**src/rtl/alu_issue_pkg.sv**
```systemverilog
// Shared types and constants for the ALU issue stage: FSM states, command
// encodings, operand shift modes and the external ALU opcodes.
package alu_issue_pkg;

   localparam int DATA_W   = 16;
   localparam int IDX_W    = 3;
   localparam int NUM_REGS = 1 << IDX_W;

   typedef enum logic [1:0] {
      S_IDLE  = 2'b00,
      S_FETCH = 2'b01,
      S_EXEC  = 2'b10,
      S_WB    = 2'b11
   } state_e;

   typedef enum logic [1:0] {
      OP_ALU   = 2'b00,
      OP_MOVI  = 2'b01,
      OP_RSVD2 = 2'b10,
      OP_RSVD3 = 2'b11
   } cmd_op_e;

   typedef enum logic [1:0] {
      SH_NONE = 2'b00,
      SH_LSL1 = 2'b01,
      SH_LSR1 = 2'b10,
      SH_ASR1 = 2'b11
   } shift_e;

   localparam logic [1:0] ALU_ADD  = 2'b00;
   localparam logic [1:0] ALU_SUB  = 2'b01;
   localparam logic [1:0] ALU_AND  = 2'b10;
   localparam logic [1:0] ALU_NOTB = 2'b11;

   // One-bit shift of the B operand; arithmetic right keeps the sign bit.
   function automatic logic [DATA_W-1:0] shift_operand(input logic [DATA_W-1:0] v,
                                                       input shift_e sh);
      case (sh)
         SH_LSL1: return {v[DATA_W-2:0], 1'b0};
         SH_LSR1: return {1'b0, v[DATA_W-1:1]};
         SH_ASR1: return {v[DATA_W-1], v[DATA_W-1:1]};
         default: return v;
      endcase
   endfunction

endpackage

```
**src/rtl/alu_issue_stage_regfile.sv**
```systemverilog
// Eight-entry register file: one synchronous write port, two operand read
// ports and one debug read port, all reads combinational.
module alu_issue_stage_regfile
   import alu_issue_pkg::*;
(
   input  logic              clk,
   input  logic              rst_n,
   input  logic              we_i,
   input  logic [IDX_W-1:0]  waddr_i,
   input  logic [DATA_W-1:0] wdata_i,
   input  logic [IDX_W-1:0]  raddr_a_i,
   output logic [DATA_W-1:0] rdata_a_o,
   input  logic [IDX_W-1:0]  raddr_b_i,
   output logic [DATA_W-1:0] rdata_b_o,
   input  logic [IDX_W-1:0]  raddr_dbg_i,
   output logic [DATA_W-1:0] rdata_dbg_o
);

   logic [DATA_W-1:0] mem_q [NUM_REGS];

   // NOTE: this storage is flops, not a RAM macro, so clearing every entry on reset is legal and required here.
   always_ff @(posedge clk or negedge rst_n) begin
      if (!rst_n) begin
         for (int i = 0; i < NUM_REGS; i++) mem_q[i] <= '0;
      end else if (we_i) begin
         mem_q[waddr_i] <= wdata_i;
      end
   end

   assign rdata_a_o   = mem_q[raddr_a_i];
   assign rdata_b_o   = mem_q[raddr_b_i];
   assign rdata_dbg_o = mem_q[raddr_dbg_i];

endmodule

```
**src/rtl/alu_issue_stage.sv**
```systemverilog
// Issue stage for an external combinational ALU: accepts one command at a time,
// fetches and shifts operands, captures the ALU result and writes it back.
module alu_issue_stage
   import alu_issue_pkg::*;
(
   input  logic              clk,
   input  logic              rst_n,
   input  logic              cmd_valid,
   output logic              cmd_ready,
   input  logic [1:0]        cmd_op,
   input  logic [1:0]        cmd_aluop,
   input  logic [IDX_W-1:0]  cmd_rn,
   input  logic [IDX_W-1:0]  cmd_rm,
   input  logic [IDX_W-1:0]  cmd_rd,
   input  logic [1:0]        cmd_shift,
   input  logic [DATA_W-1:0] cmd_imm,
   output logic [DATA_W-1:0] alu_a,
   output logic [DATA_W-1:0] alu_b,
   output logic [1:0]        alu_op,
   input  logic [DATA_W-1:0] alu_out,
   input  logic              alu_z,
   output logic [DATA_W-1:0] c_out,
   output logic              z_flag,
   output logic              done,
   input  logic [IDX_W-1:0]  dbg_sel,
   output logic [DATA_W-1:0] dbg_data
);

   state_e            state_q;
   cmd_op_e           op_q;
   logic [1:0]        aluop_q;
   logic [IDX_W-1:0]  rn_q, rm_q, rd_q;
   shift_e            shift_q;
   logic [DATA_W-1:0] imm_q;
   logic [DATA_W-1:0] a_q, b_q, c_q;
   logic [1:0]        alu_op_q;
   logic              z_q;
   logic              done_q;

   logic              rf_we;
   logic [DATA_W-1:0] rf_wdata;
   logic [DATA_W-1:0] rdata_a, rdata_b;

   // MOVI writes its immediate; ALU ops write the captured result.
   assign rf_we    = (state_q == S_WB);
   assign rf_wdata = (op_q == OP_MOVI) ? imm_q : c_q;

   alu_issue_stage_regfile u_regfile (
      .clk         (clk),
      .rst_n       (rst_n),
      .we_i        (rf_we),
      .waddr_i     (rd_q),
      .wdata_i     (rf_wdata),
      .raddr_a_i   (rn_q),
      .rdata_a_o   (rdata_a),
      .raddr_b_i   (rm_q),
      .rdata_b_o   (rdata_b),
      .raddr_dbg_i (dbg_sel),
      .rdata_dbg_o (dbg_data)
   );

   // NOTE: non-blocking assignments make every register sample pre-edge values, so FETCH sees R[rn]/R[rm] before any write.
   always_ff @(posedge clk or negedge rst_n) begin
      if (!rst_n) begin
         state_q  <= S_IDLE;
         op_q     <= OP_ALU;
         aluop_q  <= ALU_ADD;
         rn_q     <= '0;
         rm_q     <= '0;
         rd_q     <= '0;
         shift_q  <= SH_NONE;
         imm_q    <= '0;
         a_q      <= '0;
         b_q      <= '0;
         alu_op_q <= ALU_ADD;
         c_q      <= '0;
         z_q      <= 1'b0;
         done_q   <= 1'b0;
      end else begin
         done_q <= 1'b0;
         case (state_q)
            S_IDLE: begin
               if (cmd_valid) begin
                  op_q    <= cmd_op_e'(cmd_op);
                  aluop_q <= cmd_aluop;
                  rn_q    <= cmd_rn;
                  rm_q    <= cmd_rm;
                  rd_q    <= cmd_rd;
                  shift_q <= shift_e'(cmd_shift);
                  imm_q   <= cmd_imm;
                  case (cmd_op_e'(cmd_op))
                     OP_ALU:  state_q <= S_FETCH;
                     OP_MOVI: begin
                        state_q <= S_WB;
                        done_q  <= 1'b1;
                     end
                     default: state_q <= S_IDLE;
                  endcase
               end
            end
            S_FETCH: begin
               a_q      <= rdata_a;
               b_q      <= shift_operand(rdata_b, shift_q);
               alu_op_q <= aluop_q;
               state_q  <= S_EXEC;
            end
            S_EXEC: begin
               c_q     <= alu_out;
               z_q     <= alu_z;
               done_q  <= 1'b1;
               state_q <= S_WB;
            end
            default: state_q <= S_IDLE;
         endcase
      end
   end

   assign cmd_ready = (state_q == S_IDLE);
   assign alu_a     = a_q;
   assign alu_b     = b_q;
   assign alu_op    = alu_op_q;
   assign c_out     = c_q;
   assign z_flag    = z_q;
   assign done      = done_q;

endmodule

```
**config.mk**
```make
export PLATFORM = sky130hd
export DESIGN_NAME = alu_issue_stage
export DESIGN_NICKNAME = d
export VERILOG_FILES = /design/src/rtl/alu_issue_pkg.sv /design/src/rtl/alu_issue_stage_regfile.sv /design/src/rtl/alu_issue_stage.sv
export SDC_FILE = /design/constraint.sdc
export NUM_CORES = 1
export LEC_CHECK = 0
export CAP_MARGIN = 20
export CELL_PAD_IN_SITES_DETAIL_PLACEMENT = 1
export CELL_PAD_IN_SITES_GLOBAL_PLACEMENT = 1
export CORE_AREA = 2 2 170 172
export DETAILED_ROUTE_END_ITERATION = 8
export DIE_AREA = 0 0 172 174
export GPL_ROUTABILITY_DRIVEN = 1
export PLACE_DENSITY_LB_ADDON = 0.1
export SKIP_LAST_GASP = 1
export SLEW_MARGIN = 40
export SYNTH_ARGS = -nofsm -noshare
export SYNTH_HDL_FRONTEND = slang
export SYNTH_SLANG_ARGS = --single-unit
```
**constraint.sdc**
```tcl
create_clock -name clk -period 2.4 [get_ports clk]
set_input_delay 0.48 -clock clk [delete_from_list [all_inputs] [get_ports clk]]
set_output_delay 0.48 -clock clk [all_outputs]
set_load 0.05 [all_outputs]
```
# [Word-level counts from Yosys, hierarchy flattened]
# Cells that the tools add are included.
[word_totals] ff_bits=213 in_bits=54 out_inout_bits=69
[op_classes] magnitude_cmp=5 n_eq_ne=9 mux=20 n_bitwise=4 reduce_logical=4
[op_table] op="16-bit binary-select mux with 3-bit select" n=3
[op_table] op="128-bit bitwise mux" n=1
[op_table] op="16-bit 2-to-1 mux" n=8
[op_table] op="16-bit demux with 3-bit select" n=1
[op_table] op="16-bit one-hot mux with 3 select lines" n=1
[op_table] op="4-bit greater-or-equal comparator, second input constant" n=4
[op_table] op="3-bit NOT with 4-bit output" n=4
[op_table] op="2-bit by 1-bit == test with 1-bit output, second input constant" n=4
[op_table] op="2-bit == test, second input constant" n=4
[op_table] op="2-bit one-hot mux with 3 select lines" n=1
[op_table] op="2-bit logical NOT" n=2
[op_table] op="4-bit by 1-bit less-than comparator with 1-bit output, second input constant" n=1
[op_table] op="2-bit one-hot mux with 2 select lines" n=1
[op_table] op="1-bit 2-to-1 mux" n=2
[op_table] op="2-bit 2-to-1 mux" n=1
[op_table] op="2-bit inequality test, second input constant" n=1
[op_table] op="1-bit one-hot mux with 2 select lines" n=1
[op_table] op="2-bit AND reduction" n=1
[op_table] op="1-bit logical AND" n=1

# [Longest topological paths before layout]
# Gate-level depths: netlist (run 1).
[depth] depth_word=6 mapped_depth=6 depth_no_buf=5

# [By module]
# A second synthesis (run 1) with hierarchy kept.
[unflattened] cells_unflattened=736 hier_area_um2=11956.5
[by_module_without_submodules] mod="alu_issue_stage_regfile" n_inst=1 cells_per_inst=450 area_per_inst_um2=8071.5 seq_area_each_um2=3203.1
[by_module_without_submodules] mod="alu_issue_stage" n_inst=1 cells_per_inst=286 area_per_inst_um2=3885.0 seq_area_each_um2=2127.0

# [Least setup slack after synthesis (run 1)]
# Ideal clock, no wire load.
[synth_timing] kind="input -> output" start="input port dbg_sel[0]" end="output port dbg_data[10]" arrival_time_ns=1.734 required_ns=1.920 setup_slack_ns=0.186 cell_stages=4 path_cell_list="buf_2 > buf_4 > mux4_2 > mux2_2"
[synth_between] elab_chain_cells=4
[synth_rtl] item="start, declared" line_no="alu_issue_stage.sv:25" source="input logic [IDX_W-1:0] dbg_sel,"
[synth_rtl] item="3-bit NOT with 4-bit output (not written as such)" line_no="alu_issue_stage_regfile.sv:32" source="assign rdata_dbg_o = mem_q[raddr_dbg_i];"
[synth_rtl] item="16-bit binary-select mux with 3-bit select" line_no="alu_issue_stage_regfile.sv:32"
[synth_rtl] item="16-bit 2-to-1 mux (not written as such) (2 in a row)" line_no="alu_issue_stage_regfile.sv:32"
[synth_rtl] item="end, declared" line_no="alu_issue_stage.sv:26" source="output logic [DATA_W-1:0] dbg_data"
# Every way passes these cells. The select of a mux whose other input is x is not followed.

# [Final worst setup path (run 1)]
[layout_timing] start="register u_regfile.mem_q[47] in the netlist's numbering" end="output port dbg_data[15]"
[layout_between] elab_chain_cells=3
[layout_rtl] item="start, declared" line_no="alu_issue_stage_regfile.sv:19" source="logic [DATA_W-1:0] mem_q [NUM_REGS];"
[layout_rtl] item="start signal, assigned by index" line_no="alu_issue_stage_regfile.sv:26" source="mem_q[waddr_i] <= wdata_i;"
[layout_rtl] item="16-bit binary-select mux with 3-bit select" line_no="alu_issue_stage_regfile.sv:32"
[layout_rtl] item="16-bit 2-to-1 mux (not written as such) (2 in a row)" line_no="alu_issue_stage_regfile.sv:32"
# Every way passes these cells. The select of a mux whose other input is x is not followed.

==> impl_metrics.toml, run 1 <==
[sta]
skew_ns = 0.0246
tightest_slew_ns = 0.587
setup_slack_ns = 0.0218
slew-limit-headroom = 0.601
fin_crit_sh = 0.991
whs_ns = 0.433
fmax_mhz = 420
grt_setup_unrepaired = "true"
setup_violations = 0
timing.final.max_slew_violations = 0
min_period_ns = 2.38
tns_ns = 0
hold_violations = 0

[synth]
seq_area_frac_synth = 0.483
synth_ff_type = "dfrtp_1"
synthTopCellsByArea = "dfrtp_1 48%, mux4_2 13%, mux2i_1 8.2%"
synth_top_area_share = 0.483
yosysWarnings = 0
ys_ff_latch = 213
postSynthCellCount = 944
syn_area_per_cell_um2 = 11.7
synth_nets = 1002
async_reset_ff_frac = 1.00
ys_types = 35
synth_edf_count = 0
synth_top_cell_by_area = "dfrtp_1"
netlist_area_mm2 = 0.0110

[setup_path]
criticalPathCategory = "reg2out"
ff2ff_setup_slack_ns = 0.46
crit_fanout = 3
crit_required_ns = 1.92
worstPathArrival_ns = 1.90
start_kind = "register"
cp-end-kind = "output port"

[die]
initial_utilization = 0.391
die_x_um = 172
dieHeight_um = 174
dieArea_mm2 = 0.0299
ioPinCount = 123
rows = 62
core_mm2 = 0.0282

[cts]
cts_tree = "built"
clk_pin_slew_ns = 0.06
cts_buffers = 25
cts.sinks = 213
htree_levels = 1
clk_latency_ns = 0.54
cts_root_buf = "clkbuf_16"
cts_max_path_buffers = 3

[routing]
drtIter0Drc = 582
firstDrtPassIters = 5
route.detailed.wl_per_inst_um = 22.5
routed_wirelength_mm = 34.8
ant_nets = 0
vias = 8559
route.detailed.drc = 0
avgViaCountPerCell = 5.55

[pwr]
power.density_mw_per_mm2 = 1710
ir_drop_v = 0.000708
p_leak_nw = 6.22

[final_layout]
multi_input_area_mm2 = 0.00538
regArea_mm2 = 0.00533
areaGrowthSynthToFinish_pct = 30.2
drive_above_1_share = 0.279
nets = 1198
num-fill-cells = 3016
antenna_cells = 0

[min_path]
min_path_type = "in2async"

[placement]
hpwl_mm = 22.3
post-place-ws_ns = -0.183
place_congestion = 0.812
numPortBuffers = 122

[run_status]
status = "completed"

[global_route]
gr-total-overflow = 0
track_usage = 0.233
grt_max_degree = 75
antenna_found_initial = 0
first_global_vias = 8827
grt_pass1_wl_mm = 53.3

[run]
max-cap-violations = 0
where the power goes:
group	internal [W]	switching, W
sequential	0.00539	0.00161
clock	0.00229	0.00156
combinational	0.00603	0.00770
registers in the layout, summed over array words and instances, names as in the netlist, 3 cells and up:
register / count
u_regfile.mem_q: 128
alu_a: 16
alu_b: 16
c_out: 16
imm_q: 16
rd_q: 3
rm_q: 3
rn_q: 3
critical path, cell delays in order, from the launching register on:
cell,delay [ns]
dfrtp_1,0.42
mux4_2,0.47
mux2_4,0.30
buf_6,0.16
layer usage:
layer | wire length [um] | part of all wire | global-route usage
met5 | 0 | 0 | 0
met4 | 486 | 0.014 | 0.0396
met3 | 2030 | 0.058 | 0.0412
met2 | 16000 | 0.46 | 0.368
met1 | 16200 | 0.47 | 0.342
final cells by class:
class                   count  area share
clock inverters            11     0.00792
clock buffers              35      0.0496
repair buffers            244       0.163
inverters                   3    0.000783
multi-input cells         653       0.374
well taps                 384      0.0334
flip-flops and latches    213       0.371
synth_stat cells (5+ instances only):
cell type / count
buf_4: 10
dfrtp_1: 213
nor2b_1: 5
mux2_2: 66
a41oi_1: 14
buf_2: 19
a21oi_1: 82
buf_1: 7
mux2i_1: 90
o21ai_0: 65
nand3_1: 43
a22oi_1: 30
mux4_2: 64
nand2_1: 69
nor2_1: 99
clkbuf_1: 35
cell usage in the layout, fill, tap and decap left out, types with 7 or more instances in the layout:
cell type	instances
mux2i_1	90
o21ai_0	65
mux2_2	59
buf_4	111
clkbuf_16	26
buf_6	12
a41oi_1	14
nand3_1	43
mux4_2	64
a21oi_1	82
mux2_4	7
dfrtp_1	211
nand2_1	68
buf_12	13
clkdlybuf4s50_1	102
a22oi_1	30
nor2_1	99
path summary, 6_finish.rpt:
kind | startpoint | endpoint | cells past startpoint
max | u_regfile.mem_q[47]$_DFFE_PN0P_ | dbg_data[15] | 3
min reg2reg | op_q[1]$_DFFE_PN0P_ | op_q[1]$_DFFE_PN0P_ | 2
min in group clk | op_q[1]$_DFFE_PN0P_ | op_q[1]$_DFFE_PN0P_ | 2
max reg2reg | state_q[0]$_DFFE_PN0P_ | u_regfile.mem_q[88]$_DFFE_PN0P_ | 6
min | rst_n | alu_a[3]$_DFFE_PN0N_ | 2
max in group asynchronous | rst_n | u_regfile.mem_q[28]$_DFFE_PN0P_ | 3
stage by stage:
stage	utilization	cell area (um2)	power, W	instances
CTS	0.497	14000	0.0241	1504
detailed placement	0.457	12900	0.0197	1427
global placement	0.457	12900	0.0195	1427
global route	0.509	14400	0.0261	1543
floorplan	-	11000	0.0153	944
finish	0.509	14400	0.0246	1543
cell families after synthesis:
kind of cell	after synthesis	synth area share
buffers and inverters	78	0.0351
adder cells (fa/ha/maj)	4	0.00453
AND/OR/NAND/NOR	227	0.0877
multiplexers	224	0.287
AO/OA/AOI/OAI	198	0.103
flip-flops	213	0.483
timing repair:
action                                 in CTS  in global routing
setup endpoints to repair                  16                 15
hold buffers                                1                  0
endpoints found under the hold margin      36                  0
gates resized for setup                    12                 10
setup buffers                              29                 38
gates cloned                                1                  1
Note: power is estimated with default switching activity, not from simulation.
==> run 2: changes to the inputs <==
--- a/config.mk
+++ b/config.mk
@@ -5,10 +5,10 @@
 export SDC_FILE = /design/constraint.sdc
 export NUM_CORES = 1
 export LEC_CHECK = 0
-export CAP_MARGIN = 20
 export CELL_PAD_IN_SITES_DETAIL_PLACEMENT = 1
 export CELL_PAD_IN_SITES_GLOBAL_PLACEMENT = 1
 export CORE_AREA = 2 2 170 172
+export CTS_BUF_LIST = sky130_fd_sc_hd__clkbuf_2 sky130_fd_sc_hd__clkbuf_4 sky130_fd_sc_hd__clkbuf_8
 export DETAILED_ROUTE_END_ITERATION = 8
 export DIE_AREA = 0 0 172 174
 export GPL_ROUTABILITY_DRIVEN = 1
==> run 2 against run 1 <==
  * Sequential share of layout area shrank 0.18 points
  * Critical path depth is 2 higher
  * Clock-buffer cell count up 28
  * Sequential cell count is the same
  * First-iteration DRC count shrank 0.34%
  * Sequential power shrank 1%
  * Hold slack better by 0.0069 ns
  * Final cell count rose by 1.9%
  * Die area unchanged
  * Critical endpoint unchanged
  * Largest power group unchanged
==> impl_metrics.toml, run 2 (synthesis results as in run 1) <==
[run_status]
status = "completed"

[placement]
post-place-ws_ns = -0.183
place_congestion = 0.812
numPortBuffers = 122
dp_cells = 1427
hpwl_mm = 22.3

[run]
max-cap-violations = 0

[setup_path]
crit_required_ns = 1.92
crit_start = "dbg_sel[0]"
criticalPathCategory = "in2out"
worstPathArrival_ns = 1.90
start_kind = "primary input"
r2r_start = "rm_q[1]$_DFFE_PN0P_"
crit_fanout = 14
cp-end-kind = "output port"
ff2ff_setup_slack_ns = 0.49

[pwr]
intPower_w = 0.0137
pwr-share-seq = 0.281
p_sw_frac = 0.443
p_clk_frac = 0.156
ir_drop_v = 0.000698
power_frac_comb = 0.563
power.density_mw_per_mm2 = 1700
switchingPower_w = 0.0109
p_leak_nw = 6.30

[cts]
cts.sinks = 213
cts_root_buf = "clkbuf_8"
clk_latency_ns = 0.55
cts_tree = "built"
htree_levels = 2
cts_buffers = 41
clk_pin_slew_ns = 0.06
cts_max_path_buffers = 3

[final_layout]
nets = 1216
areaGrowthSynthToFinish_pct = 30.9
largest_reg_flops = 128
layout_commonest_cell = "dfrtp_1"
drive_above_1_share = 0.301
antenna_cells = 0
largest-register = "u_regfile.mem_q"
stdcell_count = 1572
mostFrequentLayoutCells = "211 x dfrtp_1, 112 x buf_4, 102 x clkdlybuf4s50_1, 99 x nor2_1, 90 x mux2i_1"

[routing]
drtIter0Drc = 580
top_layer = "met4"
routed_wirelength_mm = 35.1
vias = 8673
firstDrtPassIters = 5
wirelength_met1_mm = 16.1
route.detailed.drc = 0
route.detailed.wl_per_inst_um = 22.3
ant_nets = 0
route.met2.wl_mm = 16.3
avgViaCountPerCell = 5.52
dr_wl_met3_mm = 2.32

[die]
die_x_um = 172
core_mm2 = 0.0282
dieHeight_um = 174
rows = 62
ioPinCount = 123
dieArea_mm2 = 0.0299
initial_utilization = 0.391

[min_path]
min_path_type = "in2async"

[sta]
whs_ns = 0.440
grt_setup_unrepaired = "true"
min_period_ns = 2.38
setup_violations = 0
fin_crit_sh = 0.991
slew-limit-headroom = 0.622
setup_slack_ns = 0.0223
hold_violations = 0
tns_ns = 0
tightest_slew_ns = 0.555
fmax_mhz = 421
timing.final.max_slew_violations = 0
skew_ns = 0.0291

[global_route]
grt_pass1_wl_mm = 54.2
grt_max_degree = 75
gr-total-overflow = 0
first_global_vias = 9116
track_usage = 0.238
antenna_found_initial = 0
## run 2: stage by stage
stage | total power [W] | instance area (um2) | util
after floorplan | 0.0153 | 11000 | -
after global placement | 0.0195 | 12900 | 0.457
after detailed placement | 0.0197 | 12900 | 0.457
after CTS | 0.0245 | 14300 | 0.506
after global routing | 0.0262 | 14500 | 0.512
final | 0.0246 | 14500 | 0.512
## run 2: critical path: stages
cell	delay (ns)
buf_2	0.18
clkbuf_16	0.24
mux4_2	0.52
mux2_4	0.31
buf_6	0.16
## run 2: final cells by class
type	instances	area [um2]
Clock buffer	63	805
Sequential cell	213	5330
Tap cell	384	480
Inverter	3	11.3
Fill cell	3014	13800
Timing Repair Buffer	246	2370
Clock inverter	10	77.6
Multi-Input combinational cell	653	5380
## run 2: final timing paths
check                                                        to  depth (start not counted)
worst max-delay path                               dbg_data[15]                          5
worst min-delay path                      alu_op[1]$_DFFE_PN0N_                          2
worst max register to register             alu_b[1]$_DFFE_PN0N_                          4
worst min register to register              op_q[1]$_DFFE_PN0P_                          2
max in group asynchronous       u_regfile.mem_q[43]$_DFFE_PN0P_                          3
min in group clk                            op_q[1]$_DFFE_PN0P_                          2
## run 2: power by group through the flow
stage,Sequential [W],Clock (W),Combinational [W]
2_1_floorplan,0.00808,0,0.00719
3_3_place_gp,0.00714,0,0.0123
3_5_place_dp,0.00720,0,0.0125
4_1_cts,0.00689,0.00397,0.0136
5_1_grt,0.00716,0.00410,0.0149
6_report,0.00692,0.00384,0.0138
## run 2: timing repair
item                                   in CTS  in global routing
resized for setup                          16                  6
hold buffers                                1                  0
buffers inserted                           55                 14
gates cloned                                1                  1
endpoints found under the hold margin      36                  0
setup endpoints to repair                  16                 15
## run 2: per-layer routing
| metal | global-route usage | vias up |
|---|---|---|
| met5 | 0 | - |
| met4 | 0.0525 | 0 |
| met3 | 0.0446 | 33 |
| met2 | 0.376 | 300 |
| met1 | 0.344 | 4401 |
| li1 | - | 3939 |
